`src/rtl/polar_pkg.sv`:
```
// -----------------------------------------------------------------------------
// polar_pkg
//   Shared definitions for the SC-family polar decoder blocks.
//   - load_state_t : frozen-mask loader FSM states (IDLE / LOAD / COMMIT)
//   - FROZEN       : polarity of a frozen bit in a mask (1 = frozen)
//   - cfg_width()  : select width for a bank of NUM_CFG masks, never below 1
//   - words_per_mask() / count_width() / index_width() : loader geometry
// -----------------------------------------------------------------------------
package polar_pkg;

    typedef enum logic [1:0] {
        ST_IDLE   = 2'd0,
        ST_LOAD   = 2'd1,
        ST_COMMIT = 2'd2
    } load_state_t;

    localparam logic FROZEN = 1'b1;

    function automatic int cfg_width(input int num_cfg);
        return (num_cfg > 1) ? $clog2(num_cfg) : 1;
    endfunction

    function automatic int words_per_mask(input int n_log, input int load_w);
        return (1 << n_log) / load_w;
    endfunction

    function automatic int count_width(input int words);
        return (words > 1) ? $clog2(words) : 1;
    endfunction

    function automatic int index_width(input int n_log);
        return (n_log > 0) ? n_log : 1;
    endfunction

endpackage

```
`src/rtl/frozen_set_manager_popcount_tree.sv`:
```
// -----------------------------------------------------------------------------
// popcount_tree
//   Purely combinational population count, built as a balanced binary tree by
//   recursively splitting the input in halves.
//   Ports:
//     bits  [WIDTH-1:0] in  : vector to count
//     count [CNT_W-1:0] out : number of ones in bits
// -----------------------------------------------------------------------------
module popcount_tree #(
    parameter int WIDTH = 8,
    parameter int CNT_W = $clog2(WIDTH + 1)
) (
    input  logic [WIDTH-1:0] bits,
    output logic [CNT_W-1:0] count
);

    generate
        if (WIDTH == 1) begin : g_leaf
            assign count = CNT_W'(bits);
        end else begin : g_split
            localparam int LO_W  = WIDTH / 2;
            localparam int HI_W  = WIDTH - LO_W;
            localparam int LO_CW = $clog2(LO_W + 1);
            localparam int HI_CW = $clog2(HI_W + 1);

            logic [LO_CW-1:0] lo_cnt;
            logic [HI_CW-1:0] hi_cnt;

            popcount_tree #(.WIDTH(LO_W), .CNT_W(LO_CW)) u_lo (
                .bits  (bits[LO_W-1:0]),
                .count (lo_cnt)
            );

            popcount_tree #(.WIDTH(HI_W), .CNT_W(HI_CW)) u_hi (
                .bits  (bits[WIDTH-1:LO_W]),
                .count (hi_cnt)
            );

            assign count = CNT_W'(lo_cnt) + CNT_W'(hi_cnt);
        end
    endgenerate

endmodule

```
`src/rtl/frozen_set_manager.sv`:
```
// -----------------------------------------------------------------------------
// frozen_set_manager
//   Bank of NUM_CFG frozen-bit masks (N = 2^N_LOG bits each, 1 = frozen).
//   Masks are loaded word-by-word into a shadow register and copied into the
//   target mask in a single COMMIT cycle, so a stored mask is never seen
//   half-written. Queries return the selected mask bit one cycle later, and
//   k_count tracks the number of information (zero) bits of the active mask.
//   Ports:
//     clk, rst_n            : clock, asynchronous active-low reset
//     cfg_sel   [CW-1:0]    : active mask for queries and k_count
//     q_valid, q_index      : query strobe and bit index
//     q_frozen, q_rvalid    : registered query result / delayed strobe
//     ld_start, ld_cfg      : begin a load into mask ld_cfg
//     ld_valid, ld_data     : load word handshake (with ld_ready)
//     ld_ready              : high in LOAD
//     ld_done               : one-cycle pulse in COMMIT
//     busy                  : high in LOAD and COMMIT
//     k_count   [N_LOG:0]   : N - popcount(active mask), registered
// -----------------------------------------------------------------------------
module frozen_set_manager
    import polar_pkg::*;
#(
    parameter int                    N_LOG      = 3,
    parameter int                    LOAD_W     = 8,
    parameter int                    NUM_CFG    = 2,
    parameter logic [(1<<N_LOG)-1:0] RESET_MASK = '1,
    localparam int                   CW         = cfg_width(NUM_CFG)
) (
    input  logic              clk,
    input  logic              rst_n,
    input  logic [CW-1:0]     cfg_sel,
    input  logic              q_valid,
    input  logic [N_LOG-1:0]  q_index,
    output logic              q_frozen,
    output logic              q_rvalid,
    input  logic              ld_start,
    input  logic [CW-1:0]     ld_cfg,
    input  logic              ld_valid,
    input  logic [LOAD_W-1:0] ld_data,
    output logic              ld_ready,
    output logic              ld_done,
    output logic              busy,
    output logic [N_LOG:0]    k_count
);

    localparam int N   = 1 << N_LOG;
    localparam int W   = words_per_mask(N_LOG, LOAD_W);
    localparam int WCW = count_width(W);
    localparam int KW  = N_LOG + 1;

    function automatic int ones_in(input logic [N-1:0] v);
        int c;
        c = 0;
        for (int i = 0; i < N; i++) begin
            c += int'(v[i]);
        end
        return c;
    endfunction

    localparam logic [KW-1:0] K_RESET = KW'(N - ones_in(RESET_MASK));

    load_state_t       state_reg;
    load_state_t       state_next;
    logic [WCW-1:0]    wc_reg;
    logic [CW-1:0]     cfg_reg;
    logic [N-1:0]      shadow_reg;
    logic [N-1:0]      mask_reg [NUM_CFG];
    logic [NUM_CFG-1:0] commit_hit;
    logic [N-1:0]      sel_mask;
    logic [KW-1:0]     sel_ones;
    logic              ld_fire;
    logic              last_word;

    assign ld_fire   = ld_valid && ld_ready;
    assign last_word = (wc_reg == WCW'(W - 1));

    // ---------------- FSM: state register ----------------
    always_ff @(posedge clk or negedge rst_n) begin
        if (!rst_n) begin
            state_reg <= ST_IDLE;
        end else begin
            state_reg <= state_next;
        end
    end

    // ---------------- FSM: next state ----------------
    always_comb begin
        state_next = state_reg;
        case (state_reg)
            ST_IDLE:   if (ld_start) state_next = ST_LOAD;
            ST_LOAD:   if (ld_fire && last_word) state_next = ST_COMMIT;
            ST_COMMIT: state_next = ST_IDLE;
            default:   state_next = ST_IDLE;
        endcase
    end

    // ---------------- FSM: outputs ----------------
    always_comb begin
        ld_ready = 1'b0;
        ld_done  = 1'b0;
        busy     = 1'b0;
        case (state_reg)
            ST_LOAD: begin
                ld_ready = 1'b1;
                busy     = 1'b1;
            end
            ST_COMMIT: begin
                ld_done = 1'b1;
                busy    = 1'b1;
            end
            default: ;
        endcase
    end

    // ---------------- Loader datapath: word counter, target, shadow ----------------
    always_ff @(posedge clk or negedge rst_n) begin
        if (!rst_n) begin
            wc_reg     <= '0;
            cfg_reg    <= '0;
            shadow_reg <= RESET_MASK;
        end else begin
            if (state_reg == ST_IDLE && ld_start) begin
                cfg_reg <= ld_cfg;
                wc_reg  <= '0;
            end
            if (ld_fire) begin
                // Word k lands on bit indices k*LOAD_W .. k*LOAD_W+LOAD_W-1.
                for (int i = 0; i < W; i++) begin
                    if (wc_reg == WCW'(i)) begin
                        shadow_reg[i*LOAD_W +: LOAD_W] <= ld_data;
                    end
                end
                wc_reg <= wc_reg + WCW'(1);
            end
        end
    end

    // ---------------- Mask bank ----------------
    // An out-of-range target matches no entry, so such a load is dropped.
    genvar gi;
    generate
        for (gi = 0; gi < NUM_CFG; gi++) begin : g_hit
            assign commit_hit[gi] = (state_reg == ST_COMMIT) && (cfg_reg == CW'(gi));
        end
    endgenerate

    always_ff @(posedge clk or negedge rst_n) begin
        if (!rst_n) begin
            for (int i = 0; i < NUM_CFG; i++) begin
                mask_reg[i] <= RESET_MASK;
            end
        end else begin
            for (int i = 0; i < NUM_CFG; i++) begin
                if (commit_hit[i]) begin
                    mask_reg[i] <= shadow_reg;
                end
            end
        end
    end

    // Active mask; an unpopulated selector value reads as fully frozen.
    always_comb begin
        sel_mask = {N{FROZEN}};
        for (int i = 0; i < NUM_CFG; i++) begin
            if (cfg_sel == CW'(i)) begin
                sel_mask = mask_reg[i];
            end
        end
    end

    popcount_tree #(.WIDTH(N), .CNT_W(KW)) u_popcount (
        .bits  (sel_mask),
        .count (sel_ones)
    );

    // ---------------- Query and rate registers ----------------
    // Reads see the pre-commit mask during COMMIT because the bank updates
    // on the same edge that samples the query.
    always_ff @(posedge clk or negedge rst_n) begin
        if (!rst_n) begin
            q_frozen <= FROZEN;
            q_rvalid <= 1'b0;
            k_count  <= K_RESET;
        end else begin
            q_frozen <= q_valid ? sel_mask[q_index] : FROZEN;
            q_rvalid <= q_valid;
            k_count  <= KW'(N) - sel_ones;
        end
    end

endmodule
```
`config.mk`:
```
export PLATFORM = sky130hd
export DESIGN_NAME = frozen_set_manager
export DESIGN_NICKNAME = d
export VERILOG_FILES = /design/src/rtl/polar_pkg.sv /design/src/rtl/frozen_set_manager_popcount_tree.sv /design/src/rtl/frozen_set_manager.sv
export SDC_FILE = /design/constraint.sdc
export NUM_CORES = 1
export LEC_CHECK = 0
export ABC_AREA = 1
export BUFFER_PORTS_ARGS = -buffer_cell sky130_fd_sc_hd__buf_2
export CAP_MARGIN = 40
export CORE_MARGIN = 2
export CORE_UTILIZATION = 25
export CTS_CLUSTER_DIAMETER = 60
export DETAILED_ROUTE_END_ITERATION = 8
export GPL_ROUTABILITY_DRIVEN = 0
export SYNTH_ARGS = -nofsm -noshare
export SYNTH_HDL_FRONTEND = slang
export SYNTH_HIERARCHICAL = 1
export SYNTH_SLANG_ARGS = --single-unit
```
`constraint.sdc`:
```
create_clock -name clk -period 2.9 [get_ports clk]
set_clock_uncertainty 0.15 [all_clocks]
set_input_delay 0.58 -clock clk [delete_from_list [all_inputs] [get_ports clk]]
set_output_delay 0.58 -clock clk [all_outputs]
set_load 0.01 [all_outputs]
```
==> results of run 1 <==
[layer usage]
metal / vias up / part of all wire / global-route usage
met5: - / 0 / 0
met4: 0 / 0.017 / 0.0397
met3: 7 / 0.043 / 0.0344
met2: 21 / 0.47 / 0.157
met1: 631 / 0.47 / 0.114
li1: 691 / - / -
[worst min-delay path by stage]
stage                         to  slack, ns         start  depth (start not counted)
finish                  q_rvalid       0.19         rst_n                          1
global route            q_rvalid       0.25       q_valid                          1
CTS                     q_rvalid       0.22         rst_n                          1
detailed placement  mask_reg[10]       0.32  mask_reg[10]                          2
global placement    mask_reg[10]       0.32  mask_reg[10]                          2
floorplan                cfg_reg       0.13         rst_n                          0
[cell type report]
class,instances,area [um2]
flip-flops and latches,34,882
inverters,33,131
fillers,779,4870
repair buffers,33,189
well taps,99,124
clock inverters,3,68.8
clock buffers,5,68.8
multi-input cells,128,876
[Yosys cell counts]
master    instances  area (um2)
fa_1              3        60.1
inv_4             1        6.26
buf_4             9        67.6
nand3_1          12        60.1
inv_2             1        3.75
nor3_1            1        5.00
ha_1             15         188
a21oi_1           3        15.0
buf_2             2        10.0
o21ai_1          24         120
nand2_2           2        12.5
xnor2_1           2        17.5
xor2_1            1        8.76
dfstp_2          25         657
nor2_1            3        11.3
buf_6             1        11.3
nand2_1          59         221
inv_1            31         116
dfrtp_1           9         225
o21ai_2           1        8.76
nor2_8            1        20.0
nand3b_1          1        7.51
[power by group through the flow]
| stage | combinational [mW] | clock, mW | sequential (mW) |
|---|---|---|---|
| 6_report | 1.63 | 0.536 | 0.923 |
| 2_1_floorplan | 1.31 | 0 | 0.921 |
| 3_3_place_gp | 1.61 | 0 | 0.931 |
| 3_5_place_dp | 1.66 | 0 | 0.934 |
| 4_1_cts | 1.67 | 0.556 | 0.927 |
| 5_1_grt | 1.90 | 0.574 | 0.948 |
[cell usage in the layout (no fill, tap or decap)]
master      n
a21oi_1     3
buf_2      25
buf_4       7
buf_6       1
bufinv_16   2
clkbuf_8    5
clkinv_4    1
dfrtp_1     9
dfstp_2    25
fa_1        3
ha_1        8
ha_4        7
inv_1      26
inv_2       6
inv_8       1
nand2_1    48
nand2_2    13
nand3_1    12
nand3b_1    1
nor2_1      3
nor2_8      1
nor3_2      1
o21ai_1    24
o21ai_2     1
xnor2_1     2
xor2_1      1
[kinds of logic after synthesis]
kind of cell             after synthesis
AO/OA/AOI/OAI                         28
adder cells (fa/ha/maj)               18
buffers and inverters                 45
AND/OR/NAND/NOR                       79
XOR/XNOR                               3
flip-flops                            34
[worst max-delay path, cell delays in order (launching register included)]
cell and delay, ns:
dfstp_2 0.56, nand2_2 0.06, nand2_1 0.11, ha_4 0.22
ha_4 0.15, inv_2 0.05, fa_1 0.40, inv_1 0.08
inv_1 0.06, fa_1 0.40, xnor2_1 0.24, buf_4 0.16
xnor2_1 0.10
[repair_timing]
item,CTS,global route
gates resized for setup,1,4
endpoints found under the setup margin,2,2
gates cloned,0,0
endpoints found under the hold margin,0,0
==> flow_summary.yaml, run 1 <==
clocking:
  clkSinkCount: 34
  hold_buffers: 0
  post-cts-setup-buffers: 0
  cts_max_path_buffers: 2
  clock_tree.root_cell: "clkbuf_8"
  cts_tree: "yes"
  clkLatencyLatePin_ns: 0.29
  cts_buffers: 5
  cts-htree-levels: 2
  clkTransAtPathRegs_ns: 0.08
placed_design:
  dp_hpwl_um: 2680
  placedCellCount: 327
  portBuffers: 26
  post-place-ws_ns: -0.329
  placed_area_um2: 2190
power:
  power_density_nw_per_um2: 1320
  p_comb_frac: 0.528
  leakage_nw: 1.09
  power.total_mw: 3.09
  max-vdd-ir-drop_v: 0.000372
  swShare: 0.383
  clkPwrFrac: 0.173
  p_int_mw: 1.91
  seqPwrFrac: 0.299
  netSwitchingPower_mw: 1.18
timing:
  fin_setup_tns_ns: 0
  setup_ws_ns: 0.0994
  tightestPinTransition_ns: 0.742
  rsz0062_at_grt: "no"
  finalCritPeriodShare: 0.966
  hold_viol: 0
  max_freq_ghz: 0.357
  setup_viol: 0
  drv_slew: 0
  slew_headroom: 0.506
  hold_slack_ns: 0.186
  period_minus_slack_ns: 2.80
yosys:
  syn_avg_cell_area_um2: 8.95
  yosys.area_share.simple: 0.182
  syn-num-nets: 243
  synthMuxAreaShare: 0
  yosysWarnings: 6
  synth_compound_area_frac: 0.0777
  ys_seq_area_frac: 0.476
  netlist_instances: 207
  yosysUniqueCellTypes: 22
  ys_ff_latch: 34
  synth_xor_area_frac: 0.0142
  synth_area_um2: 1850
  synth_top_family_by_area: "simple AND/OR/NAND/NOR gates"
  synth_adder_area_share: 0.134
global_route:
  grt_pass1_vias: 1397
  antenna_found_initial: 0
  grt_use_total: 0.0959
  grt_pass1_wl_um: 6200
  overflow: 0
  grt_start_max_net_pins: 35
critical_path:
  end_kind: "flip-flop"
  critPathLaunchType: "flip-flop"
  r2r_slack_ns: 0.1
  crit_arrival_ns: 2.88
  crit_required_ns: 2.98
  reg2regPathDepth: 12
  timing.rr.end: "k_count[2]"
  criticalPathCategory: "reg -> reg"
  crit_path_max_fanout: 2
  r2r-start: "mask_reg[6]"
  cp-endpoint: "k_count[2]"
  critPathLaunch: "mask_reg[6]"
run_status:
  run_status: "finished, final reports clean"
finish:
  diodes: 0
  post-route-util: 0.324
  drive_above_1_share: 0.407
  final_cells: 335
  area_delta_synth_final_pct: 26.3
  nets: 271
  final_area_um2: 2340
  largest_register_ffs: 16
route:
  first_pass_iters: 4
  wl_um: 3470
  drc: 0
  vias: 1350
  via_per_inst: 4.03
  postRouteAntennaNets: 0
  drtIter0Drc: 23
  wl_per_cell_um: 10.4
floorplanning:
  die_w_um: 90.1
  initial_core_util: 0.257
  ios: 27
  num_rows: 31
  die_y_um: 90.1
  core_um2: 7210
  dieArea_um2: 8120
worst_hold_path:
  hold_path_class: "in -> async"
job:
  max_cap_violations: 0
(Power assumes the default switching activity.)
==> inputs of run 2 (changes only) <==
- PLACE_DENSITY: not set -> 0.5
==> flow_summary.yaml, run 2 (synthesized netlist as in run 1, its figures left out) <==
clocking:
  cts_buffers: 5
  clkTransAtPathRegs_ns: 0.07
  clock_tree.root_cell: "clkbuf_8"
  cts_tree: "yes"
  cts_max_path_buffers: 2
  clkSinkCount: 34
  cts-htree-levels: 2
  clkLatencyLatePin_ns: 0.29
  post-cts-setup-buffers: 0
placed_design:
  dp_hpwl_um: 2640
  placed_area_um2: 2220
  post-place-ws_ns: -0.346
  portBuffers: 26
finish:
  drive_above_1_share: 0.429
  nets: 275
  layout_common_cells: "45 x nand2_1, 25 x inv_1, 25 x buf_2, 25 x dfstp_2, 24 x o21ai_1"
  n_fill_cell: 814
  final_common_cell: "nand2_1"
  area_delta_synth_final_pct: 25.3
  largest_register_ffs: 16
  final_area_um2: 2320
  diodes: 0
critical_path:
  crit_arrival_ns: 2.78
  criticalPathCategory: "reg -> reg"
  end_kind: "flip-flop"
  crit_required_ns: 2.92
  critPathLaunchType: "flip-flop"
  reg2regPathDepth: 12
  crit_path_max_fanout: 2
route:
  via_per_inst: 3.88
  wl_um: 3490
  drtIter0Drc: 29
  postRouteAntennaNets: 0
  wl_per_cell_um: 10.3
  drc: 0
  vias: 1314
  first_pass_iters: 4
timing:
  finalCritPeriodShare: 0.952
  slew_headroom: 0.485
  fin_setup_tns_ns: 0
  rsz0062_at_grt: "no"
  setup_viol: 0
  tightestPinTransition_ns: 0.772
  setup_ws_ns: 0.139
  max_freq_ghz: 0.362
  hold_viol: 0
  drv_slew: 0
  period_minus_slack_ns: 2.76
run_status:
  run_status: "finished, final reports clean"
floorplanning:
  core_um2: 7210
  die_w_um: 90.1
  initial_core_util: 0.257
  ios: 27
  dieArea_um2: 8120
  num_rows: 31
  die_y_um: 90.1
power:
  power.total_mw: 2.93
  leakage_nw: 1.08
  max-vdd-ir-drop_v: 0.000481
  power_density_nw_per_um2: 1260
global_route:
  antenna_found_initial: 0
  grt_start_max_net_pins: 35
  overflow: 0
  grt_pass1_vias: 1304
  grt_pass1_wl_um: 6130
  grt_use_total: 0.0966
worst_hold_path:
  hold_path_class: "in -> async"
job:
  max_cap_violations: 0
-- run 2: cell types whose count changed in the layout (fill, tap and decap cells not counted), sizes merged --
cell / change
clkinv: +1
clkbuf: +1
buf: +4
bufinv: -2
-- run 2: worst paths after layout --
check	startpoint	to	slack, ns
worst max-delay path	mask_reg[6]	k_count[3]	0.14
worst min-delay path	rst_n	q_rvalid	0.22
worst max register to register	mask_reg[6]	k_count[3]	0.14
worst min register to register	mask_reg[0]	mask_reg[0]	0.32
max in group asynchronous	rst_n	state_reg[1]	1.90
min in group clk	q_valid	q_rvalid	0.26
-- run 2: layer usage --
| metal | track usage | vias up | share of wire |
|---|---|---|---|
| met3 | 0.0427 | 4 | 0.052 |
| met1 | 0.125 | 584 | 0.50 |
| li1 | - | 699 | - |
| met5 | 0 | - | 0 |
| met4 | 0.0308 | 0 | 0.015 |
| met2 | 0.144 | 27 | 0.44 |
-- run 2: cell type report --
class	count	area, um2	share of cell area
sequential	34	882	0.380
inverter	33	131	0.0566
multi-input combinational	128	883	0.380
clock inverter	2	10.0	0.00431
tap	99	124	0.0533
clock buffer	6	72.6	0.0312
timing repair buffer	37	219	0.0943
-- run 2: stage by stage --
stage               hold WS (ns)   util  cells
global placement           0.312  0.307    331
floorplan                  0.134      -    207
CTS                        0.240  0.319    339
detailed placement         0.316  0.307    331
global route               0.247  0.322    339
finish                     0.219  0.322    339
-- run 2: report_power, final --
part / switching [mW] / internal (mW) / total [mW] / leakage [nW]
Sequential: 0.102 / 0.819 / 0.920 / 0.368
Combinational: 0.895 / 0.775 / 1.67 / 0.668
Clock: 0.176 / 0.166 / 0.342 / 0.0450
Total: 1.17 / 1.76 / 2.93 / 1.08
-- run 2: what timing repair did --
action / 4_1_cts / 5_1_grt
setup endpoints to repair: 2 / 2
hold buffers: 0 / 0
resized for setup: 1 / 8
pin swaps: 0 / 4
gates cloned: 0 / 0
-- run 2: worst max-delay path, cell delays in order (launching register included) --
cell     delay, ns
dfstp_2       0.54
nand2_2       0.06
nand2_1       0.11
ha_4          0.22
ha_4          0.15
inv_2         0.04
fa_1          0.41
inv_2         0.07
inv_1         0.05
fa_1          0.40
xnor2_1       0.23
nor3_2        0.06
xor2_1        0.15
==> inputs of run 3 (changes only) <==
- RECOVER_POWER: not set -> 50
==> flow_summary.yaml, run 3 (synthesized netlist as in run 1, its figures left out) <==
clocking:
  clkTransAtPathRegs_ns: 0.07
  cts-htree-levels: 2
  clkSinkCount: 34
  clkLatencyLatePin_ns: 0.29
  cts_max_path_buffers: 2
  hold_buffers: 0
  cts_buffers: 5
  cts_tree: "yes"
  clock_tree.root_cell: "clkbuf_8"
  post-cts-setup-buffers: 0
route:
  vias: 1314
  drc: 0
  first_pass_iters: 4
  wl_per_cell_um: 10.3
  via_per_inst: 3.88
  wl_met1_um: 1740
  postRouteAntennaNets: 0
  wl_met2_um: 1520
  routed.top_layer: "met4"
  drtIter0Drc: 31
  route.met3.wl_um: 179
  wl_um: 3490
timing:
  tightestPinTransition_ns: 1.86
  setup_ws_ns: 0.139
  period_minus_slack_ns: 2.76
  finalCritPeriodShare: 0.952
  setup_viol: 0
  hold_slack_ns: 0.261
  rsz0062_at_grt: "no"
  fin_setup_tns_ns: 0
  max_freq_ghz: 0.362
  slew_headroom: -0.237
  hold_viol: 0
  drv_slew: 35
floorplanning:
  core_um2: 7210
  initial_core_util: 0.257
  num_rows: 31
  die_w_um: 90.1
  die_y_um: 90.1
  ios: 27
  dieArea_um2: 8120
critical_path:
  reg2regPathDepth: 12
  path_depth: 12
  crit_arrival_ns: 2.78
  end_kind: "flip-flop"
  criticalPathCategory: "reg -> reg"
  r2r_slack_ns: 0.14
  cp-endpoint: "k_count[3]"
  max_stage_delay_ns: 0.54
  crit_required_ns: 2.92
  path_delay_family: "adder cells"
  critPathLaunchType: "flip-flop"
  critPathBufInv: 3
  r2r-start: "mask_reg[6]"
  timing.rr.end: "k_count[3]"
  cp_slowest_cell: "dfstp_2"
  path_cells: "nand2_2 > nand2_1 > ha_4 > ha_4 > inv_2 > fa_1 > inv_2 > inv_1 > fa_1 > xnor2_1 > nor3_2 > xor2_1"
  crit_path_max_fanout: 2
  critPathLaunch: "mask_reg[6]"
global_route:
  grt_use_total: 0.0966
  grt_pass1_vias: 1304
  grt_start_max_net_pins: 35
  grt_pass1_wl_um: 6130
  antenna_found_initial: 0
  overflow: 0
run_status:
  violations: "capacitance limit, slew limit"
  run_status: "finished, violations left"
placed_design:
  portBuffers: 26
  dp_hpwl_um: 2640
  placedCellCount: 331
  placed_area_um2: 2220
  post-place-ws_ns: -0.346
worst_hold_path:
  hold_path_class: "in -> reg"
  worstHoldPathCells: 1
  hp-start: "q_valid"
power:
  leakage_nw: 1.08
  power.total_mw: 2.93
  max-vdd-ir-drop_v: 0.000481
  power_density_nw_per_um2: 1260
finish:
  final_area_um2: 2320
  final_cells: 339
  nets: 275
  area_delta_synth_final_pct: 25.1
  post-route-util: 0.321
  final_common_cell: "nand2_1"
  layout_common_cells: "46 x nand2_1, 25 x inv_1, 25 x dfstp_2"
  largest_register_ffs: 16
  drive_above_1_share: 0.421
  diodes: 0
  n_fill_cell: 815
job:
  max_cap_violations: 1
[run 3: worst min-delay path by stage]
| stage | end | slack (ns) |
|---|---|---|
| after detailed placement | mask_reg[0] | 0.32 |
| after CTS | cfg_reg | 0.24 |
| after global placement | mask_reg[0] | 0.31 |
| after global routing | q_rvalid | 0.25 |
| final | q_rvalid | 0.26 |
| after floorplan | cfg_reg | 0.13 |
[run 3: final cells by class]
class,instances,area (um2),area share
clock inverter,2,10.0,0.00432
clock buffer,6,72.6,0.0313
tap,99,124,0.0534
timing repair buffer,37,218,0.0939
sequential,34,882,0.380
inverter,33,131,0.0567
multi-input combinational,128,881,0.380
[run 3: power breakdown]
part           internal [mW]  switching, mW  leakage, nW
logic                  0.774          0.893        0.664
registers              0.819          0.102        0.368
clock network          0.166          0.176       0.0450
total                   1.76           1.17         1.08
[run 3: metal layers]
metal | vias to the layer above | track usage
li1 | 699 | -
met1 | 584 | 0.125
met4 | 0 | 0.0308
met3 | 4 | 0.0427
met5 | - | 0
met2 | 27 | 0.144
[run 3: what timing repair did]
action	in CTS	in global routing
pin swaps	0	4
resized for setup	1	8
endpoints found under the setup margin	2	2
[run 3: worst reg2reg max path: cells and delay by family (launching register included)]
family | cells | cell delay [ns]
flops | 1 | 0.54
buf+inv | 3 | 0.16
simple gates | 3 | 0.24
fa+ha+maj | 4 | 1.18
xor+xnor | 2 | 0.38
